--- src/rtl/trade_pkg.sv ---
// Shared definitions for the trading signal path.
//   - Signal encodings carried on in_signal (BUY/SELL/HOLD, 2'b10 reserved).
//   - Position encodings used for the committed and target positions.
//   - Order FSM state type.
//   - Price width (Q16.16).
//   - Helpers that classify a signal and map it to the position it asks for.
package trade_pkg;

    localparam int unsigned PRICE_W = 32;

    localparam logic [1:0] SIG_HOLD = 2'b00;
    localparam logic [1:0] SIG_BUY  = 2'b01;
    localparam logic [1:0] SIG_RSVD = 2'b10;
    localparam logic [1:0] SIG_SELL = 2'b11;

    localparam logic [1:0] POS_FLAT  = 2'b00;
    localparam logic [1:0] POS_LONG  = 2'b01;
    localparam logic [1:0] POS_SHORT = 2'b11;

    typedef enum logic [1:0] {
        StIdle = 2'b00,
        StSend = 2'b01,
        StCool = 2'b10
    } state_e;

    // True for signals that request a position (BUY or SELL).
    function automatic logic is_action(input logic [1:0] sig);
        return (sig == SIG_BUY) || (sig == SIG_SELL);
    endfunction

    // Position an action signal asks for; only meaningful when is_action(sig).
    function automatic logic [1:0] sig_to_pos(input logic [1:0] sig);
        return (sig == SIG_BUY) ? POS_LONG : POS_SHORT;
    endfunction

endpackage

--- src/rtl/signal_order_gen_if.sv ---
// Bundle between the signal generator, the order generator and the order gateway.
//   in_valid/in_signal/in_price : signal tick from the EMA crossover pipeline
//   ord_valid/ord_ready         : order request handshake towards the gateway
//   ord_side/ord_qty/ord_price  : order fields, frozen while ord_valid is high
//   position/drop_cnt           : committed position and dropped-action count
// Modports: slave = the order generator, master = its environment.
interface signal_order_gen_if;
    import trade_pkg::*;

    logic               in_valid;
    logic [1:0]         in_signal;
    logic [PRICE_W-1:0] in_price;
    logic               ord_valid;
    logic               ord_ready;
    logic               ord_side;
    logic [15:0]        ord_qty;
    logic [PRICE_W-1:0] ord_price;
    logic [1:0]         position;
    logic [15:0]        drop_cnt;

    modport master (
        output in_valid, in_signal, in_price, ord_ready,
        input  ord_valid, ord_side, ord_qty, ord_price, position, drop_cnt
    );

    modport slave (
        input  in_valid, in_signal, in_price, ord_ready,
        output ord_valid, ord_side, ord_qty, ord_price, position, drop_cnt
    );

endinterface

--- src/rtl/signal_order_gen_debounce.sv ---
// Streak tracker: counts consecutive identical BUY/SELL ticks and flags the
// tick on which the streak reaches CONFIRM_N (and every identical tick after).
//   clk, rst      : clock, synchronous active-high reset
//   in_valid_i    : tick valid
//   in_signal_i   : tick signal encoding
//   confirmed_o   : this tick is a confirmed BUY/SELL (combinational)
//   desired_o     : position requested by this tick (valid with confirmed_o)
module signal_debounce
    import trade_pkg::*;
#(
    parameter int unsigned CONFIRM_N = 2
) (
    input  logic       clk,
    input  logic       rst,
    input  logic       in_valid_i,
    input  logic [1:0] in_signal_i,
    output logic       confirmed_o,
    output logic [1:0] desired_o
);

    localparam logic [3:0] CntMax = 4'(CONFIRM_N);

    logic [1:0] last_sig_q, last_sig_d;
    logic [3:0] cnt_q, cnt_d;

    always_comb begin
        last_sig_d = last_sig_q;
        cnt_d      = cnt_q;
        if (in_valid_i) begin
            if (is_action(in_signal_i)) begin
                if (in_signal_i == last_sig_q) begin
                    // Saturate so a persisting signal keeps confirming.
                    cnt_d = (cnt_q >= CntMax) ? CntMax : cnt_q + 4'd1;
                end else begin
                    last_sig_d = in_signal_i;
                    cnt_d      = 4'd1;
                end
            end else begin
                // HOLD or reserved breaks the streak but keeps last_sig.
                cnt_d = 4'd0;
            end
        end
    end

    // Confirmation uses the updated count so the FSM acts on the same edge.
    assign confirmed_o = in_valid_i && is_action(in_signal_i) && (cnt_d == CntMax);
    assign desired_o   = sig_to_pos(in_signal_i);

    always_ff @(posedge clk) begin
        if (rst) begin
            last_sig_q <= SIG_HOLD;
            cnt_q      <= 4'd0;
        end else begin
            last_sig_q <= last_sig_d;
            cnt_q      <= cnt_d;
        end
    end

endmodule

--- src/rtl/signal_order_gen.sv ---
// Order generator: turns debounced BUY/SELL signals into order requests.
// Tracks the committed position, issues one order per position change over a
// valid/ready handshake, holds off for COOLDOWN cycles after each acceptance
// and counts confirmed actions that arrive while busy.
//   clk, rst : clock, synchronous active-high reset
//   bus      : signal_order_gen_if.slave (tick input, order output, status)
module signal_order_gen
    import trade_pkg::*;
#(
    parameter int unsigned CONFIRM_N = 2,
    parameter int unsigned COOLDOWN  = 16,
    parameter int unsigned QTY       = 100
) (
    input logic               clk,
    input logic               rst,
    signal_order_gen_if.slave bus
);

    localparam logic [15:0] QtyOne   = 16'(QTY);
    localparam logic [15:0] QtyTwo   = 16'(2 * QTY);
    // Counter runs CoolLoad..0, giving exactly COOLDOWN cycles in StCool.
    localparam logic [15:0] CoolLoad = (COOLDOWN == 0) ? 16'd0 : 16'(COOLDOWN - 1);

    state_e             state_q, state_d;
    logic [1:0]         tgt_pos_q, tgt_pos_d;
    logic [1:0]         position_q, position_d;
    logic               ord_valid_q, ord_valid_d;
    logic               ord_side_q, ord_side_d;
    logic [15:0]        ord_qty_q, ord_qty_d;
    logic [PRICE_W-1:0] ord_price_q, ord_price_d;
    logic [15:0]        drop_cnt_q, drop_cnt_d;
    logic [15:0]        cool_cnt_q, cool_cnt_d;

    logic       confirmed;
    logic [1:0] desired;
    logic       wants_change;
    logic       issue;
    logic       drop;
    logic       handshake;

    signal_debounce #(
        .CONFIRM_N (CONFIRM_N)
    ) u_debounce (
        .clk         (clk),
        .rst         (rst),
        .in_valid_i  (bus.in_valid),
        .in_signal_i (bus.in_signal),
        .confirmed_o (confirmed),
        .desired_o   (desired)
    );

    // Compare against tgt_pos so a tick matching a pending order is a no-op.
    assign wants_change = confirmed && (desired != tgt_pos_q);
    assign issue        = wants_change && (state_q == StIdle);
    assign drop         = wants_change && (state_q != StIdle);
    assign handshake    = ord_valid_q && bus.ord_ready;

    // State and order registers.
    always_ff @(posedge clk) begin
        if (rst) begin
            state_q     <= StIdle;
            tgt_pos_q   <= POS_FLAT;
            position_q  <= POS_FLAT;
            ord_valid_q <= 1'b0;
            ord_side_q  <= 1'b0;
            ord_qty_q   <= 16'd0;
            ord_price_q <= '0;
            drop_cnt_q  <= 16'd0;
            cool_cnt_q  <= 16'd0;
        end else begin
            state_q     <= state_d;
            tgt_pos_q   <= tgt_pos_d;
            position_q  <= position_d;
            ord_valid_q <= ord_valid_d;
            ord_side_q  <= ord_side_d;
            ord_qty_q   <= ord_qty_d;
            ord_price_q <= ord_price_d;
            drop_cnt_q  <= drop_cnt_d;
            cool_cnt_q  <= cool_cnt_d;
        end
    end

    // Next state.
    always_comb begin
        state_d = state_q;
        unique case (state_q)
            StIdle: begin
                if (issue) begin
                    state_d = StSend;
                end
            end
            StSend: begin
                if (handshake) begin
                    state_d = (COOLDOWN == 0) ? StIdle : StCool;
                end
            end
            StCool: begin
                if (cool_cnt_q == 16'd0) begin
                    state_d = StIdle;
                end
            end
            default: state_d = StIdle;
        endcase
    end

    // Next values of the order, position and counter registers.
    always_comb begin
        tgt_pos_d   = tgt_pos_q;
        position_d  = position_q;
        ord_valid_d = ord_valid_q;
        ord_side_d  = ord_side_q;
        ord_qty_d   = ord_qty_q;
        ord_price_d = ord_price_q;
        drop_cnt_d  = drop_cnt_q;
        cool_cnt_d  = cool_cnt_q;

        if (issue) begin
            ord_valid_d = 1'b1;
            ord_side_d  = (desired == POS_SHORT);
            // Reversing needs to close the old position and open the new one.
            ord_qty_d   = (position_q == POS_FLAT) ? QtyOne : QtyTwo;
            ord_price_d = bus.in_price;
            tgt_pos_d   = desired;
        end

        if ((state_q == StSend) && handshake) begin
            ord_valid_d = 1'b0;
            position_d  = tgt_pos_q;
            cool_cnt_d  = CoolLoad;
        end

        if ((state_q == StCool) && (cool_cnt_q != 16'd0)) begin
            cool_cnt_d = cool_cnt_q - 16'd1;
        end

        if (drop && (drop_cnt_q != 16'hFFFF)) begin
            drop_cnt_d = drop_cnt_q + 16'd1;
        end
    end

    assign bus.ord_valid = ord_valid_q;
    assign bus.ord_side  = ord_side_q;
    assign bus.ord_qty   = ord_qty_q;
    assign bus.ord_price = ord_price_q;
    assign bus.position  = position_q;
    assign bus.drop_cnt  = drop_cnt_q;

endmodule

--- src/flat_wrapper.sv ---
// flat-port wrapper written by rule: the top's interface ports become plain ports
module signal_order_gen_flat import trade_pkg::*;
#(
    parameter int unsigned CONFIRM_N = 2,
    parameter int unsigned COOLDOWN  = 16,
    parameter int unsigned QTY       = 100
)
  (clk, rst, bus_in_valid, bus_in_signal, bus_in_price, bus_ord_ready, bus_ord_valid, bus_ord_side, bus_ord_qty, bus_ord_price, bus_position, bus_drop_cnt);
  signal_order_gen_if bus_i ();
  input logic clk;
  input logic rst;
  input wire logic [$bits(bus_i.in_valid)-1:0] bus_in_valid;
  input wire logic [$bits(bus_i.in_signal)-1:0] bus_in_signal;
  input wire logic [$bits(bus_i.in_price)-1:0] bus_in_price;
  input wire logic [$bits(bus_i.ord_ready)-1:0] bus_ord_ready;
  output wire logic [$bits(bus_i.ord_valid)-1:0] bus_ord_valid;
  output wire logic [$bits(bus_i.ord_side)-1:0] bus_ord_side;
  output wire logic [$bits(bus_i.ord_qty)-1:0] bus_ord_qty;
  output wire logic [$bits(bus_i.ord_price)-1:0] bus_ord_price;
  output wire logic [$bits(bus_i.position)-1:0] bus_position;
  output wire logic [$bits(bus_i.drop_cnt)-1:0] bus_drop_cnt;
  assign bus_i.in_valid = bus_in_valid;
  assign bus_i.in_signal = bus_in_signal;
  assign bus_i.in_price = bus_in_price;
  assign bus_i.ord_ready = bus_ord_ready;
  assign bus_ord_valid = bus_i.ord_valid;
  assign bus_ord_side = bus_i.ord_side;
  assign bus_ord_qty = bus_i.ord_qty;
  assign bus_ord_price = bus_i.ord_price;
  assign bus_position = bus_i.position;
  assign bus_drop_cnt = bus_i.drop_cnt;
  signal_order_gen #(.CONFIRM_N(CONFIRM_N), .COOLDOWN(COOLDOWN), .QTY(QTY)) u_core (.clk(clk), .rst(rst), .bus(bus_i));
endmodule
--- config.mk ---
export PLATFORM = sky130hd
export DESIGN_NAME = signal_order_gen_flat
export DESIGN_NICKNAME = d
export VERILOG_FILES = /design/src/rtl/trade_pkg.sv /design/src/rtl/signal_order_gen_if.sv /design/src/rtl/signal_order_gen_debounce.sv /design/src/rtl/signal_order_gen.sv /design/src/flat_wrapper.sv
export SDC_FILE = /design/constraint.sdc
export NUM_CORES = 1
export LEC_CHECK = 0
export CAP_MARGIN = 25
export CORE_MARGIN = 2
export CORE_UTILIZATION = 44
export CTS_BUF_LIST = sky130_fd_sc_hd__clkbuf_4
export CTS_CLUSTER_SIZE = 14
export DETAILED_ROUTE_END_ITERATION = 10
export PLACE_DENSITY = 0.79
export SYNTH_ARGS = -nofsm -noshare
export SYNTH_HDL_FRONTEND = slang
export SYNTH_SLANG_ARGS = --single-unit
--- constraint.sdc ---
create_clock -name clk -period 2.6 [get_ports clk]
set_input_delay 0.52 -clock clk [delete_from_list [all_inputs] [get_ports clk]]
set_output_delay 0.52 -clock clk [all_outputs]
set_load 0.05 [all_outputs]
== After elaboration in Yosys (flattened, before gate mapping) ==
Index checks and enable logic that the tools add are counted.
Word-level totals
  logic and storage cells: 59
  register bits after elaboration: 94
  input port bits: 38
  output and inout port bits: 68
Operators by class
  reduce and logical (&&, ||, !) cells: 19
  eq/ne operators: 12
  add/sub/neg operators: 3
  $lt $le $gt $ge: 1
  mux-type cells: 12
  bitwise logic cells: 1
Operators by type and width (number)
  16-bit 2-to-1 mux: 2
  16-bit by 1-bit adder with 16-bit output, second input constant: 1
  16-bit logical NOT: 1
  4-bit 2-to-1 mux: 4
  16-bit inequality test, second input constant: 1
  16-bit nonzero test: 1
  16-bit by 1-bit subtractor with 16-bit output, second input constant: 1
  1-bit logical AND: 9
  2-bit 2-to-1 mux: 4
  8-bit 2-to-1 mux: 1
  2-bit == test, second input constant: 3
  2-bit by 1-bit inequality test with 1-bit output, second input constant: 3
  2-bit one-hot mux with 3 select lines: 1
  3-bit AND reduction: 2
  4-bit by 1-bit adder with 4-bit output, second input constant: 1
  2-bit by 1-bit == test with 1-bit output, second input constant: 2
  4-bit by 2-bit == test with 1-bit output, second input constant: 1
  4-bit by 2-bit greater-or-equal comparator with 1-bit output, second input constant: 1
  2-bit logical NOT: 2
  2-bit nonzero test: 2
  2-bit == test: 1
  2-bit inequality test: 1
  2-bit OR reduction: 1
  1-bit logical OR: 1
  1-bit NOT: 1

== Depth between registers and ports, before layout ==
  depth in word-level cells: 11
  mapped depth: 9
  gate-level depth less buffers: 7

== Hierarchy ==
Synthesis repeated with hierarchy kept, for this count alone.
Unflattened totals
  cell total of the unflattened synthesis: 447
  area total of the unflattened synthesis: 3733.6 sq um
Modules (own cells, without submodules)
  signal_order_gen: seq. area each 1501.4 sq um, area each 3407.0 sq um, cells each 413, instances 1
  signal_debounce: seq. area each 120.1 sq um, area each 326.6 sq um, cells each 34, instances 1

== Least setup slack after synthesis ==
Ideal clock, no wire load.
  path type: register -> register
  start point: register u_core.cool_cnt_q[6]
  end point: register u_core.cool_cnt_q[2]
  required time: 2.478 ns
  arrival time: 2.347 ns
  library setup time: 0.122 ns
  buffers on the path: 2
  slack: 0.131 ns
  period minus slack after synthesis: 2.469 ns
  cell stages (with the launch flop): 8
  cells stage by stage: dfxtp_1 or4_1 buf_2 or4_4 buf_6 o31a_4 or3_1 o311a_1
On the way
  cells in the longest elaborated chain, start to end: 3
  elaborated cells on any way between the ends: 4
  classes of those cells: mux: 1; reduce/logical: 3
RTL lines
  start: declaration: RTL line signal_order_gen.sv:32  | logic [15:0] cool_cnt_q, cool_cnt_d;
  start signal: assignment: RTL line signal_order_gen.sv:79  | cool_cnt_q <= cool_cnt_d;
  16-bit nonzero test (*): RTL line signal_order_gen.sv:132  | if ((state_q == StCool) && (cool_cnt_q != 16'd0)) begin
  1-bit logical AND (*): RTL line signal_order_gen.sv:132
  16-bit 2-to-1 mux or 2-bit nonzero test (tied branches)
Every way passes the cells marked *; elsewhere a longest branch is shown, timed or not.
A chain may end at the register's enable or synchronous reset.

== Worst setup path in the final report ==
  start point: register u_core.cool_cnt_q[7]
  end point: register u_core.cool_cnt_q[2]
Same word-level chain as after synthesis.

==> impl_summary.txt <==
----------------------------------------------------
[Drt]
  Post-detailed-route wirelength per cell ... about 14 µm
  Pre-antenna DRT Iters ... 4
  Remaining design rule violation count ... 0
  DR iter-0 viols ... around 120
  Per-cell via count in the routed design ... between 5 and 6
  Total Wirelength ... 8.06 mm
  Via count ... between 3000 and 4000
  Antenna violation net count after detailed routing ... 0

[Setup path]
  Number of cells on the worst reg-to-reg path ... 5
  Worst setup EP type ... flip-flop
  Largest stage delay on the critical path ... around 0.60 ns
  Crit path DAT ... between 2 and 3 ns
  Kind of start point of the critical path ... flip-flop
  Reg-to-reg startpoint ... u_core.cool_cnt_q[7]$_SDFFE_PP0P_
  Cell Chain, Critical Path ... or4_1, or4_4, o31a_4, or3_1, o311a_1
  Worst reg2reg setup slack ... 0.20 ns
  Critical R2R Capture ... u_core.cool_cnt_q[2]$_SDFFE_PP0P_
  Slowest-stage cell, CP ... or4_4
  Required time at the endpoint of the critical path ... 2.93 ns
  Kind of critical path ... flip-flop to flip-flop
  Crit-path max FO ... 9

[Hold path]
  Count of cells along the worst hold path ... 1
  Startpoint of the worst hold path ... u_core.cool_cnt_q[13]$_SDFFE_PP0P_
  Endpoint of the worst hold-timing path ... u_core.cool_cnt_q[13]$_SDFFE_PP0P_
  Worst hold path class ... flip-flop to flip-flop

[Clock network]
  Clock buffers created by TritonCTS ... 9
  Maximum clock path buffer count ... 2
  Cell chosen for the clock root ... clkbuf_4
  Clock net sink count ... 79
  Setup Fix Bufs, Post-CTS ... 0
  Clock latency on the worst-skew pair ... between 0.4 and 0.5 ns
  H-tree depth ... 3
  CTS tree ... built
  Quantity of gates resized following cts ... 0
  Post-CTS Hold Buffers ... 0
  Clock edge transition at the registers on the reported setup and hold paths ... 0.13 ns

[Global route]
  Combined global-route utilization of all metal layers ... 0.195
  Wire length of the first global-routing pass ... around 14 mm
  Antenna violations before repair ... 0
  Final global-route overflow total ... 0
  Pin count of the biggest net entering global routing ... 37
  Vias in the first global route ... 3099

[Floorplan]
  Number of placement rows ... 32
  Boundary pin count ... between 100 and 150
  Initial Util ... 0.455
  Vertical die dimension ... between 90 and 100 µm
  Die outline area ... 8720 µm²
  Horiz. Die Dim ... 93.4 µm
  Floorplan core area ... 7730 µm²

[Synth]
  Warning count from the yosys run ... 0
  Cell taking the most area after synthesis ... dfxtp_1
  Register bit count reported by yosys ... 79
  Post-synthesis cell count ... about 390
  Synth unique cells ... just under 50
  Most frequently used flop master after synthesis ... dfxtp_1
  Main combinational cell family by area after synthesis ... simple AND/OR/NAND/NOR gates
  Leading cell types by total area after synthesis ... dfxtp_1 45%, mux2i_1 9.1%, nor2_1 4.6%
  Number of flops mapped to enable cells by yosys ... 0
  Async set or reset register ratio after synthesis ... 0
  Basic-gate share of the synthesized area counting and, or, nand and nor cells ... 0.223
  Share of the synthesized area in the top cell type ... 0.450
  Compound-gate portion of the synthesized area ... 0.140
  Area share of fa/ha/maj cells after synthesis ... 0.0178
  Share of the synthesized netlist area taken by xor and xnor gates ... 0.00498
  Register area share after synthesis ... 0.450
  Mux contribution to synthesized area ... 0.0975
  Average size of a mapped cell ... 9.13 µm²
  Synthesized cell area ... roughly 3500 µm²

[Cells and area]
  Layout Nets ... 525
  Area overhead of the layout relative to synthesis ... 34.7%
  Final cell count without fillers ... a little under 600
  Fraction of layout instances using a drive strength above 1 ... 0.0842
  Antenna cell count ... 0

[Power and ir drop]
  Maximum vdd ir drop ... roughly 0.34 mV
  Leak ... around 0.0019 µW
  Power per unit of standard cell area ... about 450 nW/µm²

[STA]
  Worst slew margin relative to its limit ... 0.576
  Final period util ... 0.922
  RSZ-0062 raised after global routing ... false
  Hold violation count in the final report ... 0
  Setup-violating endpoint count in the final report ... 0
  Final Critical Period ... around 2.4 ns
  Fin Clk Skew ... between 0.01 and 0.015 ns
  Slew at the pin with the worst max-slew slack ... 0.636 ns
  Sum of negative setup slack ... 0 ns
  Count of pins over their slew limit ... 0
  Fmax achieved ... approximately 0.42 GHz

[Status]
  Status ... completed

[Place]
  Cell total after placement ... 573
  Routability congestion estimate from global placement ... between 0.8 and 0.9
  Port-buffer cells ... 94
  Half-perimeter wire length after detailed placement ... slightly below 6 mm

[Run]
  Number of maximum-capacitance constraint violations ... 0

----------------------------------------------------
[cell families (layout without fill, tap and decap cells)]
group	count (synthesis)	in the layout
DFF	79	79
muxes	34	34
and+or+nand+nor	144	144
buffers and inverters	45	137
AOI/OAI and AO/OA	75	75
xor gates and xnor gates	2	2
adders and majority gates	5	5
other	1	11
[metrics by stage]
stage / total power, µW / util / instance area (µm²) / worst slack, ns / hold slack, ns
floorplan: 1330 / - / 3550 / 0.131 / 0.432
global placement: 1400 / 0.595 / 4600 / 0.0569 / 0.448
detailed placement: 1400 / 0.595 / 4600 / -0.0169 / 0.460
CTS: 2140 / 0.613 / 4740 / 0.208 / 0.478
global route: 2200 / 0.613 / 4740 / 0.140 / 0.499
finish: 2120 / 0.613 / 4740 / 0.203 / 0.480
[routing by layer]
layer / up-vias / track usage / wire length [µm]
li1: 1573 / - / -
met2: 91 / 0.349 / 4030
met5: - / 0 / 0
met1: 1487 / 0.209 / 3240
met4: 0 / 0.0625 / 61
met3: 7 / 0.0766 / 728
[worst max-delay path: cells and delay by family, from the launching register on]
kind	cells	cell delay [ns]
compound gates	2	0.47
flops	1	0.37
simple gates	3	1.46
[worst max-delay path by stage]
stage / from / end / slack (ns)
2_1_floorplan: u_core.cool_cnt_q[6]$_SDFFE_PP0P_ / u_core.cool_cnt_q[2]$_SDFFE_PP0P_ / 0.13
3_3_place_gp: bus_in_valid / u_core.bus.drop_cnt[11]$_SDFFE_PP0P_ / 0.06
3_5_place_dp: bus_in_signal[0] / u_core.bus.drop_cnt[8]$_SDFFE_PP0P_ / -0.02
4_1_cts: u_core.cool_cnt_q[7]$_SDFFE_PP0P_ / u_core.cool_cnt_q[2]$_SDFFE_PP0P_ / 0.21
5_1_grt: u_core.cool_cnt_q[7]$_SDFFE_PP0P_ / u_core.cool_cnt_q[2]$_SDFFE_PP0P_ / 0.14
6_report: u_core.cool_cnt_q[7]$_SDFFE_PP0P_ / u_core.cool_cnt_q[2]$_SDFFE_PP0P_ / 0.20
[registers in the layout, indices dropped and copies added (netlist names)]
signal	flops
u_core.bus.drop_cnt	16
u_core.bus.ord_price	32
u_core.bus.ord_qty	2
u_core.bus.ord_valid	1
u_core.bus.position	2
u_core.cool_cnt_q	16
u_core.state_q	2
u_core.tgt_pos_q	2
u_core.u_debounce.cnt_q	4
u_core.u_debounce.last_sig_q	2
[cell usage after synthesis, types with 5 or more instances]
cell type,n
a21oi_1,32
buf_4,13
clkbuf_1,16
dfxtp_1,79
ha_1,5
inv_1,9
mux2i_1,32
nand2_1,20
nand3_1,14
nand4b_1,6
nor2_1,43
nor3_1,5
nor3b_1,5
o31ai_1,19
or3_1,8
or4_1,18
[cells in the final DEF (no fill, tap or decap), types with 2 or more instances in the layout]
master	n
o211ai_1	3
mux2i_1	32
and3_1	2
and2_1	3
nand3_1	13
inv_6	2
clkdlybuf4s50_1	93
a211oi_1	3
nor3_1	5
clkinvlp_4	2
o21ai_0	3
nand2_1	20
nand4b_1	6
dfxtp_1	79
nor3b_1	5
and4_1	4
a21oi_1	32
inv_1	9
nor2_1	43
mux2_2	2
nand2b_1	2
buf_4	15
buf_12	3
or3_1	8
o311a_1	2
nor2b_1	3
conb_1	11
a31oi_1	3
ha_1	5
nor4_1	2
o31ai_1	19
clkbuf_4	9
or4_1	18
nand4_1	4
o311ai_0	2
[cell type report]
cell class	count	area [µm²]
sequential	79	1580
inverter	9	33.8
tap	102	128
multi-input combinational	271	1750
fill	680	2990
clock buffer	9	67.6
clock inverter	7	71.3
timing repair buffer	112	1110
[power breakdown]
part / switching, µW / internal [µW]
Clock: 454 / 295
Combinational: 83.3 / 70.1
Sequential: 3.00 / 1210
No activity file was read; power rests on OpenSTA's default activity.
